==> config.mk <==
export PLATFORM = sky130hd
export DESIGN_NAME = oled_fb_scanner
export DESIGN_NICKNAME = d
export VERILOG_FILES = /design/src/rtl/oled_pkg.sv /design/src/rtl/oled_fb_scanner.sv
export SDC_FILE = /design/constraint.sdc
export NUM_CORES = 1
export LEC_CHECK = 0
export CAP_MARGIN = 20
export CELL_PAD_IN_SITES_DETAIL_PLACEMENT = 1
export CELL_PAD_IN_SITES_GLOBAL_PLACEMENT = 1
export CORE_ASPECT_RATIO = 1.25
export CORE_UTILIZATION = 44
export DETAILED_ROUTE_END_ITERATION = 6
export GPL_ROUTABILITY_DRIVEN = 0
export PLACE_DENSITY = 0.92
export SLEW_MARGIN = 20
export SYNTH_ARGS = -nofsm -noshare
export SYNTH_HDL_FRONTEND = slang
export SYNTH_SLANG_ARGS = --single-unit
==> constraint.sdc <==
create_clock -name clk -period 4.5 [get_ports clk]
set_input_delay 0.9 -clock clk [delete_from_list [all_inputs] [get_ports clk]]
set_output_delay 0.9 -clock clk [all_outputs]
set_load 0.05 [all_outputs]
==> src/rtl/oled_pkg.sv <==
// Shared types and constants for the OLED frame buffer scanner.
// Holds the FSM state enum, panel command bytes and default geometry.
package oled_pkg;

    typedef enum logic [2:0] {
        S_IDLE,
        S_CMD_PAGE,
        S_CMD_COL_LO,
        S_CMD_COL_HI,
        S_FETCH,
        S_WAIT,
        S_SEND,
        S_FRAME_END
    } state_t;

    localparam logic [7:0] CMD_SET_PAGE = 8'hB0;
    localparam logic [7:0] CMD_COL_LO   = 8'h00;
    localparam logic [7:0] CMD_COL_HI   = 8'h10;

    localparam int OLED_PAGES = 8;
    localparam int OLED_COLS  = 128;

endpackage

==> src/rtl/oled_fb_scanner.sv <==
// Scans the frame buffer RAM out to the SPI OLED byte transmitter:
// per page, three addressing command bytes then COLS data bytes.
//
// Ports:
//   clk, rst          clock, synchronous active-high reset
//   start             one-cycle pulse, begins a frame when idle
//   continuous        sampled at frame end, 1 = rescan immediately
//   busy              high from accepted start until the frame ends
//   frame_done        one-cycle pulse after the last data byte
//   ram_read_addr     RAM read address (this block owns the port)
//   ram_read_data     registered RAM data, valid 1 cycle after addr
//   tx_valid/tx_ready byte handshake to the transmitter
//   tx_data, tx_dc    byte and D/C flag (0 = command, 1 = data)
module oled_fb_scanner
    import oled_pkg::*;
#(
    parameter int PAGES      = OLED_PAGES,
    parameter int COLS       = OLED_COLS,
    parameter int COL_OFFSET = 0,
    parameter int ADDR_W     = 10
) (
    input  logic              clk,
    input  logic              rst,
    input  logic              start,
    input  logic              continuous,
    output logic              busy,
    output logic              frame_done,
    output logic [ADDR_W-1:0] ram_read_addr,
    input  logic [7:0]        ram_read_data,
    output logic              tx_valid,
    input  logic              tx_ready,
    output logic [7:0]        tx_data,
    output logic              tx_dc
);

    localparam logic [7:0]        COL_OFF8  = 8'(COL_OFFSET);
    localparam logic [7:0]        PAGE_LAST = 8'(PAGES - 1);
    localparam logic [ADDR_W-1:0] COL_LAST  = ADDR_W'(COLS - 1);
    localparam logic [ADDR_W-1:0] COLS_A    = ADDR_W'(COLS);

    state_t            state;
    logic [7:0]        page;
    logic [ADDR_W-1:0] col;
    logic [ADDR_W-1:0] page_base;
    logic              xfer;

    assign page_base = ADDR_W'(page) * COLS_A;
    assign xfer      = tx_valid && tx_ready;

    // The read address is loaded on the edge that enters FETCH, so
    // the RAM registers it at FETCH->WAIT and the byte is stable
    // during WAIT, where it is captured on the WAIT->SEND edge.
    always_ff @(posedge clk) begin
        if (rst) begin
            state         <= S_IDLE;
            page          <= '0;
            col           <= '0;
            busy          <= 1'b0;
            frame_done    <= 1'b0;
            ram_read_addr <= '0;
            tx_valid      <= 1'b0;
            tx_data       <= 8'h00;
            tx_dc         <= 1'b0;
        end else begin
            frame_done <= 1'b0;
            unique case (state)
                S_IDLE: begin
                    if (start) begin
                        state    <= S_CMD_PAGE;
                        busy     <= 1'b1;
                        page     <= '0;
                        col      <= '0;
                        tx_valid <= 1'b1;
                        tx_dc    <= 1'b0;
                        tx_data  <= CMD_SET_PAGE;
                    end
                end
                S_CMD_PAGE: begin
                    if (xfer) begin
                        state   <= S_CMD_COL_LO;
                        tx_data <= CMD_COL_LO | {4'h0, COL_OFF8[3:0]};
                    end
                end
                S_CMD_COL_LO: begin
                    if (xfer) begin
                        state   <= S_CMD_COL_HI;
                        tx_data <= CMD_COL_HI | {4'h0, COL_OFF8[7:4]};
                    end
                end
                S_CMD_COL_HI: begin
                    if (xfer) begin
                        state         <= S_FETCH;
                        col           <= '0;
                        tx_valid      <= 1'b0;
                        ram_read_addr <= page_base;
                    end
                end
                S_FETCH: begin
                    state <= S_WAIT;
                end
                S_WAIT: begin
                    // Only load point of the presented data byte.
                    state    <= S_SEND;
                    tx_data  <= ram_read_data;
                    tx_dc    <= 1'b1;
                    tx_valid <= 1'b1;
                end
                S_SEND: begin
                    if (xfer) begin
                        if (col != COL_LAST) begin
                            state         <= S_FETCH;
                            col           <= col + ADDR_W'(1);
                            ram_read_addr <= page_base + col + ADDR_W'(1);
                            tx_valid      <= 1'b0;
                        end else if (page != PAGE_LAST) begin
                            // tx_valid stays high into the next command.
                            state   <= S_CMD_PAGE;
                            page    <= page + 8'd1;
                            tx_dc   <= 1'b0;
                            tx_data <= CMD_SET_PAGE | (page + 8'd1);
                        end else begin
                            state      <= S_FRAME_END;
                            tx_valid   <= 1'b0;
                            frame_done <= 1'b1;
                        end
                    end
                end
                S_FRAME_END: begin
                    if (continuous) begin
                        state    <= S_CMD_PAGE;
                        page     <= '0;
                        tx_valid <= 1'b1;
                        tx_dc    <= 1'b0;
                        tx_data  <= CMD_SET_PAGE;
                    end else begin
                        state <= S_IDLE;
                        busy  <= 1'b0;
                    end
                end
                default: begin
                    state <= S_IDLE;
                end
            endcase
        end
    end

endmodule

==> impl_metrics.ini <==
[hold_path]
hold_path_class = reg2reg

[final_layout]
diodes = 0
finalNonFillerCells = 390
synthToLayoutAreaGrowth_pct = 17.9
multi_input_area_um2 = 1530
seq_area_um2 = 861
num-fill-cells = 676
nets = 342
drive_gt1_share_pct = 7.98

[clocking]
ctsHoldBuffers = 0
htree_num_levels = 2
clk_path_buf_depth = 2
cts_tree = yes
cts_inserted_buffers = 5
cts-resized-gates = 0
root_buffer = clkbuf_8
clock_latency_ns = 0.30
cts_setup_buffers = 0
cts.sinks = 43
clk_pin_slew_ns = 0.09

[timing]
finalHoldViolCount = 0
fin_crit_sh_pct = 61.3
fmax_mhz = 362
timing.slew.headroom_pct = 45.1
rsz0062_at_grt = no
tns_ns = 0
worst_slew_pin_slew_ns = 0.817
period_minus_slack_ns = 2.76
maxSlewViolCount = 0
final-setup-viol-count = 0
whs_ns = 0.460
fin_skew_ns = 0.00776

[setup_path]
slowest_delay_ns = 0.55
crit_slowest_cell = clkinv_1
crit_path_start_kind = input port
cp_top_family = buffers and inverters
crit_chain = clkdlybuf4s50_1, buf_4, clkinv_1, and4_1, a311o_1
cp_max_fo = 33
path_class = in2reg
crit_buf_inv = 3
required_ns = 4.69
end_kind = register
arrival_ns = 2.95

[power_and_ir_drop]
p_seq_share_pct = 37.5
power_frac_clock_pct = 22.0
powerDensity_nw_per_um2 = 422
ir_worst_vdd_v = 0.000174
p_switching_uw = 513
power.share.combinational_pct = 40.5
switching_share_pct = 41.3
p_leak_uw = 0.000991
p_int_uw = 730

[grt]
grt_start_max_net_pins = 34
grt_pass1_wl_mm = 12.2
grt_pass1_vias = 2536
antenna_found_initial = 0
overflow = 0
track_usage_pct = 25.5

[die]
initial_core_util_pct = 45.8
coreArea_um2 = 5440
fp.dieW_um = 69.4
fp.dieArea_um2 = 5980
ios = 35
rows = 30
die_y_um = 86.2

[routing]
wl_mm = 7.49
ant_nets = 0
viasPerCell = 6.38
vias = 2489
drc = 0
dr.pass1.iters = 4
drt-wirelength-per-cell_um = 19.2
drtIter0Drc = 144

[logic_synthesis]
synth_edf_count = 0
synth_area_um2 = 2490
synth_cell_type_count = 67
ys_seq_elements = 43
seq_area_frac_synth_pct = 34.5
synth_warnings = 0
syn_nets = 319
synthCells = 302
synthesis.area_per_instance_um2 = 8.26
synth_ff_type = dfxtp_1
async_reset_ff_share_pct = 0

[place]
portBuffers = 34
place_hpwl_mm = 5.25
place_inst = 381

[job]
maxCapViolations = 0

[status]
run_status = completed
[placed cells by master, fill, tap and decap left out, drive strengths merged, types with 6 or more instances in the layout]
cell	count
and2	9
and3	6
nand4	9
dfxtp	43
nor2	21
xnor2	7
a21oi	29
nand2	26
nand3	16
a211oi	6
clkbuf	9
o21ai	18
o31ai	7
clkdlybuf4s50	34
[registers in the layout (all words and copies together) (netlist names)]
name	cells
col	10
ram_read_addr	10
page	8
tx_data	8
state	3
busy	1
frame_done	1
tx_dc	1
tx_valid	1
[worst min-delay path: stages (launching register included)]
cell and delay [ns]:
dfxtp_1 0.32, nand2_1 0.05, a21oi_1 0.05
[synthesized netlist by cell type (5+ instances only)]
cell type	count	area, um2
a21oi_1	28	140
and2_1	9	56.3
and3_1	6	37.5
buf_2	8	40.0
clkbuf_1	12	45.0
dfxtp_1	43	861
nand2_1	26	97.6
nand3_1	16	80.1
nand4_1	9	56.3
nor2_1	21	78.8
o21ai_0	15	75.1
o31ai_1	6	45.0
or3_1	5	31.3
xnor2_1	7	61.3
xor2_1	5	43.8
[metal layers]
metal / GRT usage [%] / vias up / routed length (um)
met2: 48.7 / 76 / 3970
met4: 11.3 / 0 / 186
li1: - / 1183 / -
met5: 0 / - / 0
met1: 27.9 / 1213 / 3020
met3: 3.60 / 17 / 316
[power by group through the flow]
stage	Combinational [uW]	Clock (uW)	Sequential, uW
floorplan	306	0	525
CTS	497	279	466
global placement	481	0	472
finish	503	273	466
global route	537	294	474
detailed placement	494	0	474
[area by class of cell]
class / count / area share [%]
multi-input combinational: 235 / 51.9
sequential: 43 / 29.3
timing repair buffer: 37 / 12.3
clock buffer: 8 / 3.40
tap: 64 / 2.72
inverter: 3 / 0.383
[stage by stage]
step	setup WS (ns)	util, %	power [uW]	instance area, um2
floorplan	2.40	-	831	2490
global placement	1.45	52.1	953	2830
detailed placement	1.32	52.1	969	2830
CTS	1.42	53.9	1240	2930
global route	1.59	54.0	1300	2940
finish	1.74	54.0	1240	2940
[cell families after synthesis]
kind of cell / Yosys count / share of synthesized area, %
simple gates: 116 / 25.0
compound gates: 102 / 29.5
flops: 43 / 34.5
buf+inv: 24 / 4.31
xor+xnor: 12 / 4.21
fa+ha+maj: 4 / 2.01
mux: 1 / 0.401
[path summary, 6_finish.rpt]
check,from,endpoint,slack (ns),depth (start not counted)
max,rst,col[5],1.74,5
min,ram_read_addr[2],ram_read_addr[2],0.46,2
max reg2reg,state[0],page[6],1.78,6
min reg2reg,ram_read_addr[2],ram_read_addr[2],0.46,2
Note: power is estimated with default switching activity, not from simulation.
==> patch 1, RTL diff (same flow settings) <==
Make the reset (`rst`) asynchronous in one clocked block. Comments in the files are not updated.
--- a/src/rtl/oled_fb_scanner.sv
+++ b/src/rtl/oled_fb_scanner.sv
@@ -51,5 +51,5 @@
     // the RAM registers it at FETCH->WAIT and the byte is stable
     // during WAIT, where it is captured on the WAIT->SEND edge.
-    always_ff @(posedge clk) begin
+    always_ff @(posedge clk or posedge rst) begin
         if (rst) begin
             state         <= S_IDLE;
Function: differs if rst is asserted again (counterexample within 4 cycles, from zero or initial values and one cycle with rst high); with rst held inactive, the same outputs for 10 cycles.
==> patch 1 against the original RTL <==
Setup slack got worse by 110 ps; area after synthesis increased by 2.4%; cell area grew 1.3%; power increased by 20%; cell count fell by 4.6%; wire length shrank 8.2%; count of clock-buffer cells in the layout shrank 2; sequential cell count did not move; sequential power is 18% higher; largest cell class unchanged; highest routed layer unchanged.
==> patch 1: results <==
global_routing:
  antenna_found_initial: 0
  grt_max_degree: 44
  grt_pass1_wl_um: 12000
  grt_use_total: 0.249
  grt_pass1_vias: 2442
power_and_ir_drop:
  p_leak_nw: 1.18
  peakVddDrop_mv: 0.258
  p_int_w: 0.000819
clocking:
  cts_inserted_buffers: 5
  cts_resized: 0
  postCtsSetupRepairBufs: 0
  clock_path_buffers: 2
  clk_pin_slew_ps: 90
  clk_latency_ps: 310
  h-tree-depth: 2
  cts_root_buf: "clkbuf_8"
placement:
  placed_cells: 364
  portBuffers: 34
  dp_hpwl_um: 4760
  dp_slack_ps: 1300
final_layout:
  drive_above_1_share: 0.0649
  n_antenna_cell: 0
  largestRegisters: "col x10, ram_read_addr x10"
  fin_cells: 372
  nets: 324
route:
  wire_per_inst_um: 18.5
  vias: 2271
  drt_iter0_drc: 155
  first_pass_iters: 4
worst_setup_path:
  crit_arrival_ps: 3070
  r2r_slack_ps: 1770
  critPathMaxFanout: 11
  crit_end: "tx_data[7]"
  rr_endpoint: "tx_data[7]"
  r2r_cells: 6
  crit_start: "tx_ready"
  reg2reg_from: "col[0]"
logic_synthesis:
  async_reset_ff_frac: 1.00
  synth_area_per_cell_sq_um: 9.00
  synthTopCellsByCount: "dfrtp_1, nand2_1, o21ai_0, nor2_1, a21oi_1"
  syn_nets: 301
  yosysWarnings: 0
  yosysUniqueCellTypes: 51
  synth.area.top_cells: "dfrtp_1, o21ai_0, nand2_1"
  synth_seq_area_share: 0.421
sta:
  skew_ps: 5.95
  slew_headroom: 0.406
  fmax_mhz: 348
run_status:
  status: "completed"
hold_path:
  hold_path.class: "reg2reg"
patch 1: cell types whose count changed after synthesis, sizes merged, moves of 6 or more:
| cell | change |
|---|---|
| nor2b | +6 |
| dfxtp | -43 |
| nand3 | -10 |
| o21ai | +9 |
| a211oi | -6 |
| mux2 | +7 |
| dfrtp | +43 |
| a21oi | -14 |
| a31oi | +10 |
patch 1: how the worst min path moves through the flow:
stage	start	end	depth (start not counted)	slack [ps]
after CTS	ram_read_addr[4]	ram_read_addr[4]	2	500
after global placement	ram_read_addr[3]	ram_read_addr[3]	2	470
final	ram_read_addr[2]	ram_read_addr[2]	2	490
after global routing	ram_read_addr[2]	ram_read_addr[2]	2	510
after floorplan	page[7]	page[7]	1	450
after detailed placement	ram_read_addr[1]	ram_read_addr[1]	2	480
patch 1: cell type report:
| cell class | instances | area (sq um) |
|---|---|---|
| fill | 641 | 2540 |
| multi-input combinational | 215 | 1360 |
| sequential | 43 | 1080 |
| timing repair buffer | 36 | 355 |
| tap | 64 | 80.1 |
| clock buffer | 6 | 72.6 |
| inverter | 6 | 22.5 |
| clock inverter | 2 | 12.5 |
patch 1: cell families after synthesis:
family	after synthesis	share of synthesized area
xor gates and xnor gates	9	0.0308
muxes	9	0.0490
buffers and inverters	26	0.0460
AOI/OAI and AO/OA	95	0.242
adders and majority gates	4	0.0196
DFF	43	0.421
and+or+nand+nor	98	0.191
patch 1: per-layer routing:
metal	vias to the layer above	routed length, um	track usage
met1	1130	3040	0.306
met4	0	150	0.111
met2	47	3490	0.426
met5	-	0	0
li1	1082	-	-
met3	12	188	0.0486
patch 1: stage by stage:
step                area (sq um)  hold slack, ps   util
finish                      2980             487  0.540
global route                2980             510  0.540
CTS                         2980             497  0.540
detailed placement          2900             476  0.525
global placement            2900             466  0.525
floorplan                   2550             451      -
patch 1: worst max-delay path: stages:
cell and delay (ps):
clkdlybuf4s50_1 490, nand2_1 110, a31oi_1 250, o22a_1 400
and3_1 560, mux2_4 340
patch 1: power by group through the flow:
stage	Clock [W]	Sequential (W)	Combinational, W
detailed placement	0	0.000555	0.000688
global placement	0	0.000551	0.000663
finish	0.000254	0.000549	0.000689
floorplan	0	0.000649	0.000415
CTS	0.000263	0.000548	0.000692
global route	0.000272	0.000562	0.000741
==> patch 2, RTL diff (config.mk and constraints unchanged) <==
Made on the original files. `ADDR_W`: 10 -> 9.
--- a/src/rtl/oled_fb_scanner.sv
+++ b/src/rtl/oled_fb_scanner.sv
@@ -18,5 +18,5 @@
     parameter int COLS       = OLED_COLS,
     parameter int COL_OFFSET = 0,
-    parameter int ADDR_W     = 10
+    parameter int ADDR_W     = 9
 ) (
     input  logic              clk,
Interface: changed (resized ram_read_addr); port bits go from 35 to 34. The function was not compared with the original's and may differ.
==> patch 2 against the original RTL <==
Via count decreased by 8.6%; area after synthesis fell by 7.9%; hold slack worse by 0.54 ps; cell area decreased by 7.5%; setup slack improved by 8.0 ps; sequential cell count fell by 2; highest routed layer unchanged; wire length is 15% lower; cell count shrank 3.3%.
Power is not compared: it rests on default switching activity, and its combinational part moved more than twofold at a synthesized area within 25%.
==> patch 2: results <==
route:
  drt_iter0_drc: 108
  wl_um: 6340
final_layout:
  multi_input_area_share: 0.502
  clockNetworkAreaShare: 0.0372
  nClkBuffers: 7
  largestRegisters: "col x9, ram_read_addr x9"
  nets: 330
  drive_above_1_share: 0.0794
  nonClkBufAreaFrac: 0.124
  inv_count: 5
  multi_input_gates: 227
  syn2layout_area_growth_pct: 18.4
  buffers_excl_clock: 34
  sh_seq_area: 0.302
  fin_area_sq_um: 2720
  fill_cells: 663
run_status:
  status: "completed"
sta:
  hold_slack_ps: 459
  slew_headroom: 0.321
logic_synthesis:
  synth.area.top_cells: "dfxtp_1, a21oi_1, nand2_1"
  syn_inst: 292
  synthXorXnorAreaFrac: 0.0343
  yosysUniqueCellTypes: 60
  synthAdderAreaFrac: 0.0163
  muxShareOfSynthArea: 0.00925
  syn_nets: 308
  yosysTopAreaCellShare: 0.357
  synth_seq_area_share: 0.357
global_routing:
  met2_usage: 0.453
  grt_util_met3: 0.0316
  grt_pass1_wl_um: 10600
  grt_max_degree: 40
  grt_use_total: 0.247
  use_met1: 0.282
worst_setup_path:
  r2r_cells: 5
  rr_endpoint: "col[8]"
  critPathMaxFanout: 11
  reg2reg_from: "state[2]"
placement:
  placed_cells: 369
  place_area_sq_um: 2620
  dp_slack_ps: 1430
  portBuffers: 33
  dp_hpwl_um: 4580
power_and_ir_drop:
  power.total_w: 0.000753
patch 2: worst max path at each step:
| stage | start | end | slack (ps) | cells after the start |
|---|---|---|---|---|
| final | continuous | tx_data[7] | 1750 | 6 |
| after global routing | rst | page[5] | 1590 | 7 |
| after CTS | continuous | tx_data[7] | 1740 | 6 |
| after detailed placement | continuous | tx_data[7] | 1430 | 6 |
| after global placement | rst | page[5] | 1540 | 7 |
| after floorplan | tx_ready | tx_data[7] | 2280 | 6 |
patch 2: critical path, stage by stage:
cell and delay (ps):
clkdlybuf4s50_1 490, nand4b_1 140, a21boi_1 360, nand2_1 300, or4_1 610, a21oi_1 170
patch 2: logic make-up (layout without fill, tap and decap cells):
logic type	Yosys count	in the layout
fa+ha+maj	3	3
xor+xnor	9	9
compound gates	92	92
flops	41	41
simple gates	121	121
buf+inv	24	47
mux	2	2
patch 2: metal layers:
metal,up-vias,routed length (um)
li1,1107,-
met1,1118,2650
met2,37,3430
met3,12,131
met4,0,127
met5,-,0
